$ cat src/rtl/cpu_pipe_pkg.sv
// rtl/cpu_pipe_pkg.sv - shared pipeline encodings, payload layouts and defaults
package cpu_pipe_pkg;

    localparam logic STOP    = 1'b1;
    localparam logic NO_STOP = 1'b0;

    localparam int STALL_W_DEF = 6;

    localparam logic IN_DELAY_SLOT     = 1'b1;
    localparam logic NOT_IN_DELAY_SLOT = 1'b0;

    typedef struct packed {
        logic [31:0] pc;
        logic [31:0] inst;
    } if_id_t;

    typedef struct packed {
        logic [31:0] inst;
        logic [31:0] reg1;
        logic [31:0] reg2;
        logic [7:0]  aluop;
        logic [2:0]  alusel;
        logic [4:0]  wd;
        logic        wreg;
        logic [14:0] rsvd;
    } id_ex_t;

    typedef struct packed {
        logic [31:0] wdata;
        logic [31:0] mem_addr;
        logic [31:0] reg2;
        logic [7:0]  aluop;
        logic [4:0]  wd;
        logic        wreg;
    } ex_mem_t;

    typedef struct packed {
        logic [31:0] wdata;
        logic [4:0]  wd;
        logic        wreg;
    } mem_wb_t;

    localparam int IF_ID_W  = $bits(if_id_t);
    localparam int ID_EX_W  = $bits(id_ex_t);
    localparam int EX_MEM_W = $bits(ex_mem_t);
    localparam int MEM_WB_W = $bits(mem_wb_t);

    localparam logic [ID_EX_W-1:0] NOP_PAYLOAD = '0;

    // One action per edge, listed in decreasing priority.
    typedef enum logic [1:0] {
        ACT_FLUSH   = 2'd0,
        ACT_BUBBLE  = 2'd1,
        ACT_ADVANCE = 2'd2,
        ACT_HOLD    = 2'd3
    } stage_act_e;

    function automatic stage_act_e decode_act(input logic flush, input logic up, input logic dn);
        if (flush)
            return ACT_FLUSH;
        else if (up == STOP && dn == NO_STOP)
            return ACT_BUBBLE;
        else if (up == NO_STOP)
            return ACT_ADVANCE;
        else
            return ACT_HOLD;
    endfunction

endpackage

$ cat src/rtl/pipe_sat_cnt.sv
// rtl/pipe_sat_cnt.sv - saturating event counter, cleared only by reset
module pipe_sat_cnt #(
    parameter int CNT_W = 16
) (
    input  logic             clk,
    input  logic             rst,
    input  logic             inc,
    output logic [CNT_W-1:0] count
);

    always_ff @(posedge clk or posedge rst) begin
        if (rst)
            count <= '0;
        else if (inc && (count != {CNT_W{1'b1}}))
            count <= count + 1'b1;
    end

endmodule

$ cat src/rtl/pipe_stage_reg.sv
// rtl/pipe_stage_reg.sv - pipeline boundary register with flush, bubble, hold and perf counters
module pipe_stage_reg
    import cpu_pipe_pkg::*;
#(
    parameter int               DATA_W    = ID_EX_W,
    parameter int               STALL_W   = STALL_W_DEF,
    parameter int               STAGE     = 2,
    parameter logic [DATA_W-1:0] NOP_VALUE = '0,
    parameter int               CNT_W     = 16
) (
    input  logic               clk,
    input  logic               rst,
    input  logic [STALL_W-1:0] stall,
    input  logic               flush,
    input  logic               in_valid,
    input  logic [DATA_W-1:0]  in_data,
    input  logic               in_dslot,
    input  logic               next_dslot_i,
    output logic               out_valid,
    output logic [DATA_W-1:0]  out_data,
    output logic               out_dslot,
    output logic               dslot_o,
    output logic [CNT_W-1:0]   bubble_cnt,
    output logic [CNT_W-1:0]   hold_cnt
);

    generate
        if (STAGE < 0 || STAGE > STALL_W - 2) begin : g_bad_stage
            $fatal(1, "pipe_stage_reg: STAGE out of range for STALL_W");
        end
        if (DATA_W < 1) begin : g_bad_width
            $fatal(1, "pipe_stage_reg: DATA_W must be at least 1");
        end
    endgenerate

    logic       up;
    logic       dn;
    stage_act_e act;
    logic       do_bubble;
    logic       do_hold;

    assign up = stall[STAGE];
    assign dn = stall[STAGE+1];

    // Only two bits of the controller vector matter at this boundary.
    logic unused_stall;
    assign unused_stall = ^stall;

    always_comb begin
        act       = decode_act(flush, up, dn);
        do_bubble = 1'b0;
        do_hold   = 1'b0;
        case (act)
            ACT_BUBBLE: do_bubble = 1'b1;
            ACT_HOLD:   do_hold   = 1'b1;
            default:    ;
        endcase
    end

    always_ff @(posedge clk or posedge rst) begin
        if (rst) begin
            out_valid <= 1'b0;
            out_data  <= NOP_VALUE;
            out_dslot <= NOT_IN_DELAY_SLOT;
            dslot_o   <= NOT_IN_DELAY_SLOT;
        end else begin
            case (act)
                ACT_FLUSH: begin
                    out_valid <= 1'b0;
                    out_data  <= NOP_VALUE;
                    out_dslot <= NOT_IN_DELAY_SLOT;
                    dslot_o   <= NOT_IN_DELAY_SLOT;
                end
                ACT_BUBBLE: begin
                    // dslot_o is kept so the delay-slot marking survives the NOP.
                    out_valid <= 1'b0;
                    out_data  <= NOP_VALUE;
                    out_dslot <= NOT_IN_DELAY_SLOT;
                end
                ACT_ADVANCE: begin
                    out_valid <= in_valid;
                    out_data  <= in_data;
                    out_dslot <= in_dslot;
                    dslot_o   <= next_dslot_i;
                end
                default: ;
            endcase
        end
    end

    pipe_sat_cnt #(.CNT_W(CNT_W)) u_bubble_cnt (
        .clk   (clk),
        .rst   (rst),
        .inc   (do_bubble),
        .count (bubble_cnt)
    );

    pipe_sat_cnt #(.CNT_W(CNT_W)) u_hold_cnt (
        .clk   (clk),
        .rst   (rst),
        .inc   (do_hold),
        .count (hold_cnt)
    );

endmodule

$ cat config.mk
export PLATFORM = sky130hd
export DESIGN_NAME = pipe_stage_reg
export DESIGN_NICKNAME = d
export VERILOG_FILES = /design/src/rtl/cpu_pipe_pkg.sv /design/src/rtl/pipe_sat_cnt.sv /design/src/rtl/pipe_stage_reg.sv
export SDC_FILE = /design/constraint.sdc
export NUM_CORES = 1
export LEC_CHECK = 0
export CORE_MARGIN = 1
export CORE_UTILIZATION = 37
export CTS_CLUSTER_SIZE = 12
export DETAILED_ROUTE_END_ITERATION = 12
export PLACE_DENSITY_LB_ADDON = 0.1
export SLEW_MARGIN = 10
export SYNTH_ARGS = -nofsm -noshare
export SYNTH_HDL_FRONTEND = slang
export SYNTH_SLANG_ARGS = --single-unit
$ cat constraint.sdc
create_clock -name clk -period 5.1 [get_ports clk]
set_input_delay 0.51 -clock clk [delete_from_list [all_inputs] [get_ports clk]]
set_output_delay 0.51 -clock clk [all_outputs]
set_load 0.02 [all_outputs]
Word level (Yosys, flattened, before mapping)
Cells that the tools add are included.
W data, S select, Z words.
{"block": "op_classes", "n_addsub": 2, "muxes": 9, "reduce_logical": 7, "bitwise_logic": 1, "eq_ne": 5}
{"operator": "$pmux W128 S2", "n": 1}
{"operator": "$add A16 B1 Y16 const B", "n": 2}
{"operator": "$ne A16 B16 Y1 const B", "n": 2}
{"operator": "$pmux W1 S2", "n": 3}
{"operator": "$eq A2 B2 Y1 const B", "n": 2}
{"operator": "$mux W2", "n": 2}
{"operator": "$reduce_bool A2 Y1", "n": 2}
{"operator": "$logic_and A1 B1 Y1", "n": 3}
{"operator": "$mux W1", "n": 3}
{"operator": "$eq A2 B1 Y1 const B", "n": 1}
{"operator": "$logic_not A2 Y1", "n": 1}
{"operator": "$reduce_or A2 Y1", "n": 1}
{"operator": "$not A1 Y1", "n": 1}
{"block": "word_totals", "regBits": 163, "out_inout_bits": 163}

Longest topological paths before layout
Gate-level depths: netlist (run 1).
{"block": "depth", "word_depth": 7, "mapped_depth": 5, "ltp_nobuf": 5}

Hierarchy
Synthesis (run 1) repeated with hierarchy kept, for this count alone.
{"block": "unflattened", "cells_unflattened": 719, "area_unflattened_um2": 7357.1}
{"module": "pipe_stage_reg", "area_each_um2": 5745.5, "instances": 1, "seq_area_each_um2": 3278.1, "cells_per_inst": 577}
{"module": "pipe_sat_cnt", "area_each_um2": 805.8, "instances": 2, "seq_area_each_um2": 400.4, "cells_per_inst": 71}

Least setup slack after synthesis (run 1)
No wires, ideal clock.
{"block": "synth_path", "kind": "reg2reg", "start": "register u_hold_cnt.count[0]", "end": "register u_hold_cnt.count[12]", "stages_incl_launch_ff": 6, "t_arrival_ns": 1.757, "path_slack_ns": 3.219, "n_path_buf": 0, "path_cell_list": "dfrtp_1 ha_1 nand3_1 or3_1 nor2_1 mux2_2"}
{"block": "synth_via", "elab_chain_len": 2}
{"item": "start: declaration", "line_no": "pipe_sat_cnt.sv:8", "text": "output logic [CNT_W-1:0] count"}
{"item": "start signal: assignment", "line_no": "pipe_sat_cnt.sv:15", "text": "count <= count + 1'b1;"}
{"item": "branches (longest 2 deep; another with $add A16 B1 Y16)"}
Parallel ways; which one is timed is not known.
A chain may end at the register's enable or synchronous reset.

Worst setup path in the final report (run 1)
{"block": "layout_path", "start": "input port flush", "end": "register out_data[110]"}
{"block": "layout_via", "elab_chain_len": 4}
{"item": "start: declaration", "line_no": "pipe_stage_reg.sv:14", "text": "input logic flush,"}
{"item": "$mux W2 (*)", "line_no": "cpu_pipe_pkg.sv:59", "text": "if (flush)"}
{"item": "$eq A2 B1 Y1 or $logic_not A2 Y1 (tied branches)", "line_no": "pipe_stage_reg.sv:67", "text": "case (act)"}
{"item": "$reduce_or A2 Y1 (no line)"}
{"item": "$pmux W128 S2 or $reduce_bool A2 Y1 (tied branches)"}
{"item": "end signal: assignment", "line_no": "pipe_stage_reg.sv:82", "text": "out_data <= in_data;"}
{"item": "end: declaration", "line_no": "pipe_stage_reg.sv:20", "text": "output logic [DATA_W-1:0] out_data,"}
Every way passes the cells marked *; elsewhere a longest branch is shown, timed or not.

==> reports/results.ini, run 1 <==
[yosys]
synthMuxAreaShare = 0.00954
synth_area_sq_mm = 0.00617
synth_top_family_by_area = compound AO/OA/AOI/OAI gates
synthAdderAreaFrac = 0.00406
synth_simple_gate_area_frac = 0.0700
syn_inst = 438
syn-num-nets = 580
synth_xor_xnor_area_share = 0.0383
ys_types = 33
yosys_warnings = 0
ys_seq_area_frac = 0.661
synth-compound-area-share = 0.195
ys_seq_elements = 163
avgSynthCellArea_sq_um = 14.1

[die]
die_h_microns = 131
dieWidth_microns = 131
core_sq_mm = 0.0161
rows = 46
ios = 303
start_util = 0.384
dieArea_sq_mm = 0.0172

[timing]
slew_headroom = 0.382
fmax_mhz = 379
hold_viol = 0
setup_tns_ns = 0
tightest_slew_ns = 0.927
fin_crit_sh = 0.517
rsz0062_at_grt = false
skew_ns = 0.0102
fin_crit_ns = 2.64
final-max-slew-violation-count = 0
setup_viol_count_final = 0

[worst_setup_path]
rr_endpoint = u_hold_cnt.count[9]
rr_worst_depth = 5
crit_type = in2reg
reg2reg_from = u_hold_cnt.count[0]
endpoint_kind = flop
r2r_setup_slack_ns = 3.14
critPathArrivalTime_ns = 2.98
critPathLaunchType = primary input
required_ns = 5.45
cp_max_fo = 69

[hold_path]
hold_class = reg2reg
hold_depth = 1
min_from = u_bubble_cnt.count[15]
worst_hold_path.endpoint = u_bubble_cnt.count[15]

[clock_network]
postCtsSetupRepairBufs = 0
htreeDepth = 4
cts.repair.resized = 0
cts_sinks = 163
ctsHoldBuffers = 0
cts_tree = yes
clk_latency_ns = 0.41
clk_path_buf_depth = 2
cts-root-buf = clkbuf_16
clk_pin_slew_ns = 0.07
cts-buffers-inserted = 17

[route]
dr_total_vias = 4858
drc = 0
wl_microns = 17800
antenna_left = 0
vias_per_cell = 5.06
first_pass_iters = 4
wl_per_cell_microns = 18.5
drt_iter0_drc = 231

[final_layout]
post-route-cell-area_sq_mm = 0.00995
synthToLayoutAreaGrowth_pct = 61.3
drive_gt1_frac = 0.0726
finalNetCount = 873
antenna_cells = 0
instances_no_fill = 960
fillers = 1230

[placed_design]
placed_area_sq_mm = 0.00935
place_inst = 928
portBuffers = 298
hpwl_microns = 12600
gp_congestion = 0.858

[global_route]
grt_pass1_wl_microns = 28100
antenna_found_initial = 0
grt_pass1_vias = 5015
grt_max_degree = 77
grt_overflow = 0
grt.total_usage = 0.211

[run_status]
status = complete, no violations

[job]
maxCapViolCount = 0

[power_and_ir_drop]
leakagePower_uw = 0.00445
ir_worst_vdd_uv = 228
power_density_mw_per_mm2 = 337

-- worst max path at each step --
stage,cells after the start,to,slack [ns],startpoint
floorplan,1,dslot_o,0.19,rst
global placement,4,out_data[1],2.11,flush
detailed placement,4,out_data[48],2.02,flush
CTS,4,out_data[48],2.46,flush
global route,4,out_data[16],2.30,flush
finish,4,out_data[110],2.46,flush
-- power by group --
group,switching (uW),internal (uW),total (uW)
clock network,532,742,1270
registers,101,1380,1480
logic,277,319,596
total,910,2440,3360
-- cells in the mapped netlist, drive strengths merged --
library cell,instances,area [sq um]
a22o,130,1140
and3,2,12.5
and3b,1,8.76
and4,1,10.0
buf,12,57.6
clkbuf,17,63.8
dfrtp,163,4080
ha,2,25.0
inv,3,11.3
mux2,4,48.8
mux2i,1,10.0
nand2,16,60.1
nand2b,1,6.26
nand3,7,35.0
nand3b,1,7.51
nand4,8,80.1
nor2,13,48.8
nor3,14,75.1
nor3b,1,12.5
nor4,6,43.8
o21ai,2,10.0
o41ai,2,55.1
or2,1,6.26
or3,2,13.8
or4,1,11.3
xnor2,2,17.5
xor2,25,219
-- flip-flops by register name (all words and copies together), names as in the netlist --
signal / cells
u_hold_cnt.count: 16
out_data: 128
u_bubble_cnt.count: 16
out_valid: 1
dslot_o: 1
out_dslot: 1
-- layout make-up --
cell class | count | area (sq um) | share of cell area
Inverter | 3 | 16.3 | 0.00164
Clock buffer | 19 | 443 | 0.0445
Multi-Input combinational cell | 243 | 1970 | 0.198
Timing Repair Buffer | 303 | 3020 | 0.304
Clock inverter | 13 | 150 | 0.0151
Tap cell | 216 | 270 | 0.0272
Sequential cell | 163 | 4080 | 0.410
-- placed cells by master (no fill, tap or decap), drive strengths merged, types with 2 or more instances in the layout --
cell type,netlist,routed
nor3,14,14
mux2,4,4
ha,2,2
nor2,13,13
clkinv,0,2
nor4,6,6
buf,12,5
nand2,16,16
clkdlybuf4s50,0,298
inv,3,7
xnor2,2,2
o21ai,2,2
or3,2,2
nand4,8,8
a22o,130,130
o41ai,2,2
dfrtp,163,163
clkinvlp,0,5
bufinv,0,2
clkbuf,17,19
and3,2,2
nand3,7,7
xor2,25,25
-- through the flow --
stage          setup slack, ns  utilization  power, uW  hold WS (ns)
2_1_floorplan            0.185            -       1750         0.576
3_3_place_gp              2.11        0.582       2100         0.481
3_5_place_dp              2.02        0.582       2110         0.487
4_1_cts                   2.46        0.619       3390         0.497
5_1_grt                   2.30        0.619       3490         0.517
6_report                  2.46        0.619       3360         0.488
-- metal layers --
| metal | up-vias | global-route usage | part of all wire |
|---|---|---|---|
| met3 | 22 | 0.0575 | 0.058 |
| met4 | 0 | 0.0791 | 0.019 |
| met2 | 167 | 0.356 | 0.51 |
| met1 | 2435 | 0.258 | 0.41 |
| li1 | 2234 | - | - |
| met5 | - | 0 | 0 |
-- worst max-delay path: stages --
cell             delay (ns)
clkdlybuf4s50_1        0.52
and3b_4                0.96
buf_4                  0.68
a22o_1                 0.25
-- logic make-up after synthesis --
| family | Yosys count |
|---|---|
| AOI/OAI and AO/OA | 134 |
| xor gates and xnor gates | 27 |
| adders and majority gates | 2 |
| buffers and inverters | 32 |
| DFF | 163 |
| muxes | 5 |
| and+or+nand+nor | 75 |
Note: power is estimated with default switching activity, not from simulation.
==> run 2, diff against run 1 <==
clock period = 2.4 ns   (was 5.1 ns; I/O delays follow)
==> run 2 against run 1 <==
Compared with the run above: global-route usage hardly changed; sequential share of layout area fell by 0.36 points; worst setup slack got worse by 2.0 ns; die area unchanged; clock power increased by 120%; first-iteration DRC count is 3.0% lower; worst hold slack got worse by 0.29 ns; largest cell class unchanged; largest power group unchanged; highest routed layer unchanged.
==> reports/results.ini, run 2 (same netlist as run 1, synthesis figures left out) <==
[global_route]
grt.total_usage = 0.212  ; was 0.211
grt_pass1_vias = 5058  ; was 5,015
grt_pass1_wl_microns = 28100  ; about the same
antenna_found_initial = 0  ; unchanged
grt_max_degree = 131  ; was 77
grt_overflow = 0  ; unchanged

[route]
dr_total_vias = 4830  ; was 4,858
drt_iter0_drc = 224  ; was 231
drc = 0  ; unchanged
antenna_left = 0  ; unchanged
wl_per_cell_microns = 18.3  ; was 18.5 microns
first_pass_iters = 4  ; unchanged
wl_microns = 17600  ; was 17,800 microns
vias_per_cell = 5.04  ; was 5.06

[worst_setup_path]
cp_num_buf_inv = 0  ; was 2
cp_max_fo = 10  ; was 69
path_cells = nand4_1 -> o41ai_4 -> nor3_1 -> xor2_1  ; was clkdlybuf4s50_1 -> and3b_4 -> buf_4 -> a22o_1
crit_type = reg2reg  ; was in2reg
critPathSlowestCell = o41ai_4  ; was and3b_4
critPathArrivalTime_ns = 2.20  ; was 2.98 ns
required_ns = 2.68  ; was 5.45 ns
cp-startpoint = u_bubble_cnt.count[8]  ; was flush
reg2reg_from = u_bubble_cnt.count[8]  ; was u_hold_cnt.count[0]
rr_endpoint = u_bubble_cnt.count[13]  ; was u_hold_cnt.count[9]
max_stage_delay_ns = 0.72  ; was 0.96 ns
endpoint_kind = flop  ; unchanged
r2r_setup_slack_ns = 0.48  ; was 3.14 ns
crit_family = compound AO/OA/AOI/OAI gates  ; was buffers and inverters
rr_worst_depth = 4  ; was 5
critPathLaunchType = flop  ; was primary input

[job]
maxCapViolCount = 0  ; unchanged

[timing]
fmax_mhz = 522
setup_viol_count_final = 0  ; unchanged
skew_ns = 0.00822  ; was 0.0102 ns
final-max-slew-violation-count = 0  ; unchanged
hold_viol = 0  ; unchanged
setup_tns_ns = 0  ; unchanged
slew_headroom = 0.554  ; was 0.382
fin_crit_ns = 1.92
rsz0062_at_grt = false  ; unchanged
fin_crit_sh = 0.798
tightest_slew_ns = 0.667  ; was 0.927 ns

[power_and_ir_drop]
share_comb_of_total_power = 0.177  ; was 0.178
clkPwrFrac = 0.390  ; was 0.380
power_uw = 7260  ; was 3360 uW
p_sw_frac = 0.263  ; was 0.271
intPower_uw = 5350  ; was 2440 uW
power_density_mw_per_mm2 = 723  ; was 337 mW/mm^2
leakagePower_uw = 0.00448  ; was 0.00445 uW
ir_worst_vdd_uv = 561  ; was 228 uV
power_switching_uw = 1910  ; was 910 uW
power_frac_seq = 0.433  ; was 0.443

[clock_network]
clk_pin_slew_ns = 0.07  ; about the same
cts_tree = yes  ; unchanged
cts-root-buf = clkbuf_16  ; unchanged
cts-buffers-inserted = 17  ; unchanged
cts.repair.resized = 0  ; unchanged
cts_sinks = 163  ; unchanged
clk_path_buf_depth = 2  ; unchanged
htreeDepth = 4  ; unchanged
ctsHoldBuffers = 0  ; unchanged
clk_latency_ns = 0.41  ; about the same
postCtsSetupRepairBufs = 0  ; unchanged

[placed_design]
hpwl_microns = 12300  ; was 12,600 microns
gp_congestion = 0.810  ; was 0.858
portBuffers = 298  ; unchanged

[final_layout]
layout_common_cells = 298 x clkdlybuf4s50_1, 163 x dfrtp_1, 130 x a22o_1  ; unchanged
finalNetCount = 873  ; unchanged
reg_top3 = out_data x128, u_bubble_cnt.count x16, u_hold_cnt.count x16  ; unchanged
largest-register = out_data  ; unchanged
final_common_cell = clkdlybuf4s50_1  ; unchanged
largest_reg_flops = 128  ; unchanged
synthToLayoutAreaGrowth_pct = 62.7  ; was 61.3%
antenna_cells = 0  ; unchanged
drive_gt1_frac = 0.0727  ; was 0.0726

[die]
core_sq_mm = 0.0161  ; unchanged
dieWidth_microns = 131  ; unchanged
rows = 46  ; unchanged
dieArea_sq_mm = 0.0172  ; unchanged
die_h_microns = 131  ; unchanged
start_util = 0.384  ; unchanged
ios = 303  ; unchanged

[hold_path]
hold_class = in2async  ; was reg2reg

[run_status]
status = complete, no violations  ; unchanged

-- run 2: cell count changes in the layout (fill, tap and decap cells not counted) --
cell        before  now
clkinvlp_4       5    4
clkbuf_8         1    3
inv_6            5    1
clkinv_2         0    1
buf_12           0    5
clkinv_4         2    3
buf_4            5    0
clkbuf_1         1    0
bufinv_16        2    3
-- run 2: power by group through the flow --
stage / Sequential, uW / Clock [uW] / Combinational (uW)
floorplan: 3400 / 0 / 321
global placement: 3190 / 0 / 1280
detailed placement: 3190 / 0 / 1300
CTS: 3150 / 2900 / 1300
global route: 3180 / 3020 / 1370
finish: 3150 / 2830 / 1280
-- run 2: layout make-up --
type	count	area [sq um]
inverters	3	15.0
clock inverters	11	153
fillers	1250	6020
repair buffers	303	3080
well taps	216	270
clock buffers	20	467
multi-input cells	243	1970
flip-flops and latches	163	4080
-- run 2: worst max-delay path by stage --
stage	endpoint	slack [ns]	cells past startpoint
final	u_bubble_cnt.count[13]	0.48	4
after global routing	u_hold_cnt.count[9]	0.31	5
after global placement	u_hold_cnt.count[12]	0.36	5
after CTS	u_bubble_cnt.count[13]	0.51	4
after detailed placement	u_bubble_cnt.count[12]	0.32	5
after floorplan	dslot_o	0.09	1
-- run 2: worst reg2reg max path: stages (launching register included) --
cell and delay (ns):
dfrtp_1 0.46, nand4_1 0.25, o41ai_4 0.72, nor3_1 0.18
xor2_1 0.17
-- run 2: per-layer routing --
metal / global-route usage / vias up / wire [microns]
met1: 0.252 / 2403 / 7010
met5: 0 / - / 0
met4: 0.0961 / 0 / 544
met3: 0.0683 / 35 / 1090
li1: - / 2228 / -
met2: 0.348 / 164 / 8920
-- run 2: through the flow --
step | hold WS (ns) | instance area (sq um) | std cells | worst slack (ns) | util
after floorplan | 0.306 | 6170 | 438 | 0.0892 | -
after global placement | 0.482 | 9410 | 928 | 0.357 | 0.586
after detailed placement | 0.484 | 9410 | 928 | 0.317 | 0.586
after CTS | 0.184 | 10000 | 959 | 0.506 | 0.625
after global routing | 0.211 | 10000 | 959 | 0.312 | 0.625
final | 0.197 | 10000 | 959 | 0.484 | 0.625
